<file path="config.mk">
export PLATFORM = sky130hd
export DESIGN_NAME = keen_imm_extender
export DESIGN_NICKNAME = d
export VERILOG_FILES = /design/src/rtl/keen_imm_extender.sv
export SDC_FILE = /design/constraint.sdc
export NUM_CORES = 1
export LEC_CHECK = 0
export ABC_CLOCK_PERIOD_IN_PS = 1700
export CAP_MARGIN = 5
export CORE_MARGIN = 5
export CORE_UTILIZATION = 40
export CTS_CLUSTER_DIAMETER = 200
export CTS_CLUSTER_SIZE = 10
export DETAILED_ROUTE_END_ITERATION = 10
export GPL_TIMING_DRIVEN = 0
export PLACE_DENSITY = 0.81
export SLEW_MARGIN = 0
export SYNTH_ARGS = -nofsm -noshare
export SYNTH_HDL_FRONTEND = slang
export SYNTH_SLANG_ARGS = --single-unit
</file>
<file path="constraint.sdc">
create_clock -name clk -period 1.7 [get_ports clk]
set_clock_uncertainty 0.05 [all_clocks]
set_input_delay 0.17 -clock clk [delete_from_list [all_inputs] [get_ports clk]]
set_output_delay 0.17 -clock clk [all_outputs]
set_load 0.01 [all_outputs]
</file>
<file path="src/rtl/keen_imm_extender.sv">
// Registered RISC-V immediate generator / sign extender with a valid/ready handshake.
// Define KEEN_IMM_EXTENDER_SKID_EN to use a 2-entry skid buffer with a registered in_ready.
module keen_imm_extender #(
    parameter int XLEN = 32
) (
    input  logic            clk,
    input  logic            rst_n,
    input  logic            in_valid,
    output logic            in_ready,
    input  logic [31:0]     in_instr,
    input  logic [2:0]      in_fmt,
    output logic            out_valid,
    input  logic            out_ready,
    output logic [XLEN-1:0] out_imm,
    output logic            out_illegal
);

    typedef enum logic [2:0] {
        FMT_I = 3'd0,
        FMT_S = 3'd1,
        FMT_B = 3'd2,
        FMT_U = 3'd3,
        FMT_J = 3'd4,
        FMT_Z = 3'd5
    } fmt_e;

    generate
        if (XLEN != 32 && XLEN != 64) begin : g_bad_xlen
            $error("keen_imm_extender: XLEN must be 32 or 64");
        end
    endgenerate

    logic [31:0]     imm32;
    logic [XLEN-1:0] new_imm;
    logic            new_ill;
    logic            accept;
    logic            consume;

    logic            main_valid_q, main_valid_d;
    logic [XLEN-1:0] main_imm_q,   main_imm_d;
    logic            main_ill_q,   main_ill_d;

    // Every format except Z (and reserved) is a signed 32-bit value, so one
    // signed widening covers the XLEN=64 case including U.
    always_comb begin
        imm32   = 32'd0;
        new_ill = 1'b0;
        case (in_fmt)
            FMT_I:   imm32 = {{20{in_instr[31]}}, in_instr[31:20]};
            FMT_S:   imm32 = {{20{in_instr[31]}}, in_instr[31:25], in_instr[11:7]};
            FMT_B:   imm32 = {{19{in_instr[31]}}, in_instr[31], in_instr[7],
                              in_instr[30:25], in_instr[11:8], 1'b0};
            FMT_U:   imm32 = {in_instr[31:12], 12'd0};
            FMT_J:   imm32 = {{11{in_instr[31]}}, in_instr[31], in_instr[19:12],
                              in_instr[20], in_instr[30:21], 1'b0};
            FMT_Z:   imm32 = {27'd0, in_instr[19:15]};
            default: new_ill = 1'b1;
        endcase
    end

    assign new_imm     = XLEN'($signed(imm32));
    assign accept      = in_valid && in_ready;
    assign consume     = main_valid_q && out_ready;
    assign out_valid   = main_valid_q;
    assign out_imm     = main_imm_q;
    assign out_illegal = main_ill_q;

`ifdef KEEN_IMM_EXTENDER_SKID_EN
    logic            skid_valid_q, skid_valid_d;
    logic [XLEN-1:0] skid_imm_q,   skid_imm_d;
    logic            skid_ill_q,   skid_ill_d;
    logic            rdy_q;

    assign in_ready = rdy_q;

    // A beat arriving while the main register stalls parks in the skid slot
    // and moves forward on the cycle the main beat is consumed.
    always_comb begin
        main_valid_d = main_valid_q;
        main_imm_d   = main_imm_q;
        main_ill_d   = main_ill_q;
        skid_valid_d = skid_valid_q;
        skid_imm_d   = skid_imm_q;
        skid_ill_d   = skid_ill_q;
        if (skid_valid_q) begin
            if (consume) begin
                main_imm_d   = skid_imm_q;
                main_ill_d   = skid_ill_q;
                skid_valid_d = 1'b0;
            end
        end else if (accept) begin
            if (!main_valid_q || consume) begin
                main_valid_d = 1'b1;
                main_imm_d   = new_imm;
                main_ill_d   = new_ill;
            end else begin
                skid_valid_d = 1'b1;
                skid_imm_d   = new_imm;
                skid_ill_d   = new_ill;
            end
        end else if (consume) begin
            main_valid_d = 1'b0;
        end
    end

    always_ff @(posedge clk or negedge rst_n) begin
        if (!rst_n) begin
            skid_valid_q <= 1'b0;
            skid_imm_q   <= '0;
            skid_ill_q   <= 1'b0;
            rdy_q        <= 1'b0;
        end else begin
            skid_valid_q <= skid_valid_d;
            skid_imm_q   <= skid_imm_d;
            skid_ill_q   <= skid_ill_d;
            rdy_q        <= !skid_valid_d;
        end
    end
`else
    logic alive_q;

    // alive_q keeps in_ready low through reset and the first cycle after it.
    assign in_ready = alive_q && (!main_valid_q || out_ready);

    always_comb begin
        main_valid_d = main_valid_q;
        main_imm_d   = main_imm_q;
        main_ill_d   = main_ill_q;
        if (accept) begin
            main_valid_d = 1'b1;
            main_imm_d   = new_imm;
            main_ill_d   = new_ill;
        end else if (consume) begin
            main_valid_d = 1'b0;
        end
    end

    always_ff @(posedge clk or negedge rst_n) begin
        if (!rst_n) begin
            alive_q <= 1'b0;
        end else begin
            alive_q <= 1'b1;
        end
    end
`endif

    always_ff @(posedge clk or negedge rst_n) begin
        if (!rst_n) begin
            main_valid_q <= 1'b0;
            main_imm_q   <= '0;
            main_ill_q   <= 1'b0;
        end else begin
            main_valid_q <= main_valid_d;
            main_imm_q   <= main_imm_d;
            main_ill_q   <= main_ill_d;
        end
    end

endmodule

</file>
==> results.md, run 1 <==
- EDFF count, synth: 0
- YS warnings: 0
- Outcome: completed
- Clk buf depth: 2
- Fill count: 382
- Detailed Place HPWL: 3.47 mm
- Final cell count without fillers: 283
- Final GP Congestion: 0.857
- Drc violations: 0
- Clk root buf: clkbuf_8
- Maximum clock rate: between 0.6 and 0.7 GHz
- Row count: 24
- FF+latch count, synth: 35
- CTS Buf Count: 5
- Worst Path Required: about 1500 ps
- Congestion Overflow GR: 0
- Cells after Synth: 159
- Via density: 5.27
- Setup Fix Bufs, Post-CTS: 0
- Synth-to-Final Area Change: 45.6%
- FF-to-FF path depth: 6
- Crit. End Element: primary output
- CTS tree: built
- First-pass GRT wire length: 7.68 mm
- Leakage: approximately 1.1 nW
- Final Max Tran Viols: 0
- Mean Syn Cell Area: 11.2 sq um
- Dominant cell type by area after synthesis: dfrtp_1
- Most frequent cells after synthesis: dfrtp_1, o2bb2ai_1, a22o_1
- RSZ-0062 raised after global routing: no
- Top Ports: 74
- Crit-path max FO: 10
- Worst vdd rail ir drop: roughly 0.00054 V
- Setup TNS: 0 ps
- Starting density of the core: 0.411
- Distinct cells, synth: 35
- First-pass DRT Iterations: 4
- Skew-Pair Late Insertion Delay: 290 ps
- CTS H-Tree Depth: 2
- Die area: 5870 sq um
- Top post-synthesis cells by area: dfrtp_1, o2bb2ai_1, a22o_1, o21ai_0, buf_6
- Final Cycle Share: 0.942
- Die Span Y: 76.6 um
- Placeable core area: ~4300 sq um
- Hold_sp: in_fmt[2]
- Actual slew at the worst max-slew pin: roughly 750 ps
- Sink Count: 35
- Max-Cap Viols: 0
- Clock-pin slew on the worst setup and hold paths: 60 ps
- Hold endpoint: out_imm[17]
- Final net count: 269
- Worst hold path type: in2reg
- Initial DRC Count: 57
- WP data arrival: between 1000 and 1500 ps
- Share of the synthesized area in the top cell type: 0.493
- Final setup violation count: 0
- Post-Place Cells: 274
- Pin count of the biggest net entering global routing: 36
- Synth Flop Type: dfrtp_1
- Slew HR: 0.498
- Asr flop ratio synth: 1.00
- Syn Nets: 198
- Vias: 1491
- Count leader, synth: dfrtp_1
- # diodes: 0
- PD cells: roughly 910 nW/um^2
- Kind of critical path: in2out
- Routed WL: 4.57 mm
- Worst r2r src: alive_q
- Post-Syn Area: 1780 sq um
- Routed WL per cell: approximately 16 um
- Port bufs: 63
- Final antenna-violating net count: 0
- Antenna violations before repair: 0
- Min Tclk post-route: 1600 ps
- Die X: 76.6 um
- Share of layout cells above drive strength 1: 0.121
- Total GRT Usage: 0.161
- WHS Path Cells: 4
- Reg2reg setup slack: 190 ps
- Number of global-route vias before repair: 1569
- Crit path launch type: primary input
- Register area share after synthesis: 0.493
- Final Hold Viols: 0
- Reg-to-reg endpoint: out_imm[2]
## layer usage
metal	wire, um	up-vias	track usage
li1	-	754	-
met1	2090	690	0.209
met2	2140	40	0.252
met3	260	7	0.0437
met4	74	0	0.0682
met5	0	-	0
## area by class of cell
type                       count  area (sq um)  area share
tap                           52          65.1      0.0252
clock buffer                   8           100      0.0387
timing repair buffer          64           634       0.245
buffer                        16           129      0.0499
sequential                    35           876       0.339
inverter                       6          22.5     0.00871
multi-input combinational    102           758       0.293
## sequential cells by signal, indices dropped and copies added (netlist names)
signal and cells:
out_imm 32, out_illegal 1, alive_q 1, out_valid 1
## worst max-delay path by stage
stage / start / to / slack (ps)
3_3_place_gp: out_ready / in_ready / -370
2_1_floorplan: alive_q / out_imm[3] / 310
5_1_grt: out_valid / in_ready / 30
4_1_cts: out_ready / in_ready / 100
6_report: out_ready / in_ready / 100
3_5_place_dp: out_ready / in_ready / -380
## kinds of logic after synthesis
group	after synthesis	share of synthesized area
and+or+nand+nor	35	0.128
other	1	0.00211
muxes	1	0.00564
AOI/OAI and AO/OA	63	0.280
adders and majority gates	1	0.00634
xor gates and xnor gates	1	0.00493
buffers and inverters	22	0.0796
DFF	35	0.493
## power breakdown
part           switching (mW)  internal (mW)
sequential             0.0696          0.951
clock                   0.291          0.370
combinational           0.269          0.401
## placed cells by master, fill, tap and decap left out, types with 2 or more instances in the layout
master           count
or3b_2               3
nor3_1               2
clkdlybuf4s50_1     61
nand2_1              6
a2bb2oi_1            7
nor4bb_1             2
nand4b_1             4
and2_1               2
a22o_1              16
inv_1                6
o311ai_1             4
buf_2                6
clkbuf_8             8
o2bb2ai_1           17
clkbuf_1             3
buf_6                6
buf_4                2
o21ai_0             14
nand3_1              8
dfrtp_1             35
## worst max-delay path: stages
cell,delay (ps)
clkdlybuf4s50_1,420
nand2b_1,180
clkbuf_8,170
and2_1,160
dlygate4sd2_1,280
## through the flow
step	setup slack, ps	hold WS [ps]	power, mW	area, sq um	utilization
final	98.5	249	2.35	2580	0.598
after global routing	26.8	277	2.47	2580	0.598
after CTS	95.7	239	2.37	2580	0.598
after detailed placement	-380	240	1.71	2470	0.570
after global placement	-370	426	1.70	2470	0.571
after floorplan	306	-176	1.32	1780	-
## timing repair
| item | in CTS | in global routing |
|---|---|---|
| hold endpoints to repair | 35 | 0 |
| hold buffers | 1 | 0 |
| setup endpoints to repair | 1 | 0 |
| resized for setup | 4 | 0 |
No activity file was read; power rests on OpenSTA's default activity.
==> inputs of run 2 (changes only) <==
Settings changed: CELL_PAD_IN_SITES_DETAIL_PLACEMENT from default to 0, CELL_PAD_IN_SITES_GLOBAL_PLACEMENT from default to 1, CORE_UTILIZATION 40 to 32, PLACE_DENSITY 0.81 to 0.85.
==> run 2 against run 1 <==
Non-clock buffer count unchanged. Routed wire length increased by 6.2%. Sequential share of layout area decreased by 0.37 points. Clock-buffer cell count decreased by 1. Largest power group unchanged.
==> results.md, run 2 (synthesis gave the netlist of run 1 again) <==
- Setup Fix Bufs, Post-CTS: 0 (unchanged)
- WHS Path Cells: 4 (unchanged)
- Fin Hold WS: 246 ps (-2.86 ps)
- Antenna violations before repair: 0 (unchanged)
- Min Tclk post-route: 1620 ps (+16.3 ps)
- Final cell count without fillers: 303 (+7.1%)
- PD cells: 906 nW/um^2 (-0.38%)
- First-pass GRT wire length: 7.73 mm (+0.64%)
- Final Max Tran Viols: 0 (unchanged)
- Setup TNS: 0 ps (unchanged)
- FF-to-FF path depth: 6 (unchanged)
- Die Span Y: 84.5 um (+10%)
- Vias: 1516 (+1.7%)
- Final GP Congestion: 0.804 (-6.1%)
- First-pass DRT Iterations: 4 (unchanged)
- Worst Path Required: 1480 ps (about the same)
- Clock-pin slew on the worst setup and hold paths: 80 ps (+20 ps)
- RSZ-0062 raised after global routing: no
- Slew HR: 0.504 (+0.00538)
- Skew-Pair Late Insertion Delay: 290 ps (about the same)
- Die X: 84.5 um (+10%)
- CTS H-Tree Depth: 2 (unchanged)
- Placeable core area: 5440 sq um (+26%)
- Comb pwr share: 0.285 (about the same)
- Routed WL: 4.85 mm (+6.2%)
- Post-Place Cells: 294 (+7.3%)
- Drc violations: 0 (unchanged)
- Max reg flops: 32 (unchanged)
- Reg2reg setup slack: 210 ps (+20 ps)
- Row count: 27 (+13%)
- Fill count: 501 (+31%)
- Initial DRC Count: 83 (+46%)
- Synth-to-Final Area Change: 47.2%
- Number of global-route vias before repair: 1544 (-1.6%)
- Critical Path Stages: 5 (unchanged)
- Kind of cell adding the most delay to the critical path: buffers and inverters
- Hold endpoint: out_imm[17]
- Worst r2r src: alive_q
- GRT busiest layer: met2
- WP data arrival: 1400 ps (+20 ps)
- Maximum clock rate: 0.618 GHz (-1.0%)
- Pwr Total: 2.37 mW (+0.73%)
- Final antenna-violating net count: 0 (unchanged)
- # diodes: 0 (unchanged)
- Grt met3 use: 0.0491 (+0.00533)
- Crit. End Element: primary output
- Highest-count cells in the layout ignoring fill and taps: clkdlybuf4s50_1, dfrtp_1, o2bb2ai_1
- Final setup violation count: 0 (unchanged)
- Crit path launch type: primary input
- Routed WL per cell: 16.0 um (-0.84%)
- Cell Chain, Critical Path: clkdlybuf4s50_1 -> nand2b_1 -> clkbuf_8 -> and2_1 -> dlygate4sd2_1
- Top Ports: 74 (unchanged)
- Hold_sp: in_fmt[2]
- Pin count of the biggest net entering global routing: 36 (unchanged)
- Final net count: 269 (unchanged)
- Via density: 5.00 (-5.0%)
- Most common cell after layout, fill and taps aside: clkdlybuf4s50_1
- Number of buffers and inverters on the critical path: 3 (unchanged)
- Reg-to-reg endpoint: out_imm[30]
- Congestion Overflow GR: 0 (unchanged)
- Worst setup margin: 82.2 ps (-16.3 ps)
- Critical Path Max Stage Delay: 420 ps (about the same)
- Sequential Power Share: 0.429 (-0.005)
- Worst hold path type: in2reg
- CTS Buf Count: 5 (unchanged)
- Kind of critical path: in2out
- Met1 global-route usage: 0.173 (-0.0362)
- Actual slew at the worst max-slew pin: 744 ps (-8.08 ps)
- Clk buf depth: 2 (unchanged)
- Final Hold Viols: 0 (unchanged)
- Post-place setup slack: -388 ps (-7.17 ps)
- Slowest CP cell: clkdlybuf4s50_1
- Starting density of the core: 0.326 (-0.0842)
- CTS tree: built
- Sw Share: 0.273 (+0.00588)
- Leakage: 1.07 nW (about the same)
- Port bufs: 63 (unchanged)
- Detailed Place HPWL: 3.60 mm (+3.9%)
- Cell-internal power: 1.72 mW (about the same)
- Total GRT Usage: 0.135 (-0.0261)
- Worst vdd rail ir drop: 0.000454 V (-16%)
- Sink Count: 35 (unchanged)
- Outcome: completed
- Final Cycle Share: 0.952 (+0.00961)
- Sw Pwr: 0.648 mW (+2.9%)
- Die area: 7140 sq um (+22%)
- Clk root buf: clkbuf_8
- Clock share of power: 0.286 (+0.005)
- Share of layout cells above drive strength 1: 0.126 (+0.00433)
- Crit-path max FO: 10 (unchanged)
- Max-Cap Viols: 0 (unchanged)
- Met2 usage: 0.212 (-0.0396)
==> run 2: cell count changes in the layout (fill, tap and decap cells not counted), sizes merged <==
cell      change
clkbuf        -1
clkinvlp      +1
==> run 2: cell type report <==
cell class	count	area, sq um	share of cell area
flip-flops and latches	35	876	0.335
multi-input cells	102	758	0.290
repair buffers	64	634	0.243
plain buffers	16	129	0.0493
clock buffers	7	96.3	0.0369
well taps	72	90.1	0.0345
inverters	6	22.5	0.00862
clock inverters	1	7.51	0.00287
==> run 2: per-layer routing <==
layer  wire length (um)  part of all wire  vias up
met2               2210              0.46       44
met1               2250              0.46      710
met3                294             0.061        9
met5                  0                 0        -
met4                 92             0.019        0
li1                   -                 -      753
==> run 2: timing repair <==
item | CTS | global route
endpoints found under the hold margin | 35 | 0
gates resized for setup | 4 | 0
setup endpoints to repair | 1 | 0
hold buffers | 1 | 0
==> run 2: stage by stage <==
| stage | cell area [sq um] | utilization |
|---|---|---|
| final | 2610 | 0.481 |
| after global routing | 2610 | 0.481 |
| after CTS | 2610 | 0.481 |
| after detailed placement | 2490 | 0.458 |
| after global placement | 2500 | 0.459 |
| after floorplan | 1780 | - |
==> run 2: how the worst max path moves through the flow <==
stage	from	end
floorplan	alive_q	out_imm[3]
global placement	out_ready	in_ready
detailed placement	out_ready	in_ready
CTS	out_ready	in_ready
global route	out_valid	in_ready
finish	out_ready	in_ready
==> run 2: power by group through the flow <==
stage	sequential [mW]	combinational [mW]	clock, mW
5_1_grt	1.03	0.729	0.733
4_1_cts	1.02	0.686	0.691
3_5_place_dp	1.03	0.679	0
3_3_place_gp	1.03	0.676	0
6_report	1.02	0.674	0.678
2_1_floorplan	1.08	0.237	0
==> run 2: tightest hold or removal path, stage by stage <==
cell and delay [ps]:
buf_6 110, a21oi_1 60, nand2_1 60, o221ai_1 130
==> inputs of run 3 (changes only) <==
Settings changed: REMOVE_ABC_BUFFERS from default to 1.
==> run 3 against run 2 <==
Clock-buffer cell count shrank 2. Utilization down 0.62 points. Register-to-register slack is essentially flat. Final area decreased by 1.3%. Die area did not move. Critical endpoint is now out_imm[15]. Largest cell class unchanged.
==> results.md, run 3 (synthesis gave the netlist of run 1 again) <==
- Placeable core area: 5440 sq um (unchanged)
- CTS H-Tree Depth: 2 (unchanged)
- Fin Hold WS: 402 ps (+156 ps)
- Dpl cell area: 2400 sq um (-3.6%)
- Worst hold path type: in2reg
- PD cells: 996 nW/um^2 (+9.9%)
- Final net count: 257 (-4.5%)
- Detailed Place HPWL: 3.30 mm (-8.4%)
- Actual slew at the worst max-slew pin: 774 ps (+29.8 ps)
- Slowest CP cell: clkdlybuf4s15_1
- Congestion Overflow GR: 0 (unchanged)
- CTS Buf Count: 5 (unchanged)
- Clk buf depth: 2 (unchanged)
- Final Max Tran Viols: 0 (unchanged)
- Outcome: completed
- Crit path launch type: primary input
- Max-Cap Viols: 0 (unchanged)
- Max reg flops: 32 (unchanged)
- Clock-pin slew on the worst setup and hold paths: 70 ps (about the same)
- FF/Latch Area: 876 sq um (unchanged)
- First-pass DRT Iterations: 7 (+3)
- Crit-path max FO: 18 (+8)
- Worst Path Required: 1800 ps (+320 ps)
- Cell Chain, Critical Path: clkdlybuf4s15_1 -> a21oi_1 -> a211oi_2 -> a2bb2oi_1
- Reg2reg setup slack: 200 ps (about the same)
- Most common cell after layout, fill and taps aside: clkdlybuf4s50_1
- Routed WL per cell: 16.4 um (+2.3%)
- Die X: 84.5 um (unchanged)
- Leakage: 1.05 nW (-2.1%)
- Pwr Total: 2.57 mW (+8.5%)
- Post-Place Cells: 281 (-4.4%)
- Antenna violations before repair: 0 (unchanged)
- Design Area, Final: 2580 sq um (-1.3%)
- # diodes: 0 (unchanged)
- Crit. End Element: flop
- First-pass GRT wire length: 7.62 mm (-1.4%)
- Final antenna-violating net count: 0 (unchanged)
- Multi-input logic area: 782 sq um (+3.1%)
- Sink Count: 35 (unchanged)
- Post-place setup slack: -614 ps (-227 ps)
- Final cell count without fillers: 291 (-4.0%)
- Via density: 5.11 (+2.1%)
- Final setup violation count: 0 (unchanged)
- Port bufs: 66 (+4.8%)
- Top Ports: 74 (unchanged)
- Synth-to-Final Area Change: 45.3%
- Total GRT Usage: 0.131 (-0.00396)
- Fill count: 527 (+5.2%)
- Starting density of the core: 0.326 (unchanged)
- Skew-Pair Late Insertion Delay: 280 ps (about the same)
- Routed WL: 4.77 mm (-1.7%)
- Kind of critical path: in2reg
- Initial DRC Count: 60 (-28%)
- WP data arrival: 1710 ps (+310 ps)
- Worst setup margin: 83.7 ps (+1.48 ps)
- Die Span Y: 84.5 um (unchanged)
- Clk root buf: clkbuf_8
- Drc violations: 0 (unchanged)
- Die area: 7140 sq um (unchanged)
- Slew HR: 0.484 (-0.0198)
- Final GP Congestion: 0.758 (-5.7%)
- Final Hold Viols: 0 (unchanged)
- Maximum clock rate: 0.619 GHz (about the same)
- Share of layout cells above drive strength 1: 0.0913 (-0.0342)
- RSZ-0062 raised after global routing: no
- Pin count of the biggest net entering global routing: 36 (unchanged)
- Worst vdd rail ir drop: 0.000455 V (+0.15%)
- Critical Path Max Stage Delay: 630 ps (+210 ps)
- Number of global-route vias before repair: 1521 (-1.5%)
- Final Cycle Share: 0.951 (about the same)
- Highest-count cells in the layout ignoring fill and taps: clkdlybuf4s50_1, dfrtp_1, o2bb2ai_1
- Vias: 1486 (-2.0%)
- CTS tree: built
- Row count: 27 (unchanged)
- Min Tclk post-route: 1620 ps (-1.48 ps)
-- run 3: cell types whose count changed in the layout (fill, tap and decap cells not counted), moves of 2 or more --
cell	delta
buf_2	-5
bufinv_16	+2
clkbuf_1	-2
buf_6	-6
clkbuf_8	-3
-- run 3: final cells by class --
| cell class | instances | area share |
|---|---|---|
| Sequential cell | 35 | 0.339 |
| Clock buffer | 5 | 0.0267 |
| Clock inverter | 3 | 0.0262 |
| Timing Repair Buffer | 68 | 0.261 |
| Multi-Input combinational cell | 102 | 0.303 |
| Tap cell | 72 | 0.0349 |
| Inverter | 6 | 0.00873 |
-- run 3: worst paths after layout --
kind	start	endpoint	cells past startpoint
min reg2reg	out_imm[10]	out_imm[10]	1
min	in_instr[12]	out_imm[12]	3
max	in_fmt[0]	out_imm[15]	4
max in group asynchronous	rst_n	out_imm[24]	2
min in group asynchronous	rst_n	out_imm[13]	2
max reg2reg	alive_q	out_imm[3]	3
-- run 3: per-stage QoR --
stage / setup TNS (ps) / utilization
floorplan: 0 / -
global route: 0 / 0.474
global placement: -28200 / 0.443
finish: 0 / 0.474
detailed placement: -17450 / 0.442
CTS: 0 / 0.473
-- run 3: power breakdown --
group          leakage, nW  switching [mW]  internal (mW)
Clock               0.0644           0.308          0.585
Combinational        0.539           0.272          0.386
Sequential           0.444          0.0686          0.951
-- run 3: repair_timing --
action / CTS / global route
pin swaps: 0 / 0
setup buffers: 1 / 0
gates resized for setup: 8 / 4
endpoints found under the hold margin: 35 / 0
setup endpoints to repair: 33 / 20
hold buffers: 1 / 0
-- run 3: per-layer routing --
layer | vias to the layer above | track usage | wire length, um
met5 | - | 0 | 0
met4 | 0 | 0.0345 | 39
met2 | 42 | 0.211 | 2190
met1 | 710 | 0.176 | 2290
li1 | 729 | - | -
met3 | 5 | 0.0343 | 256
-- run 3: worst max-delay path: cells and delay by family --
family | cells | cell delay, ps
buffers and inverters | 1 | 630
AO/OA/AOI/OAI | 3 | 900
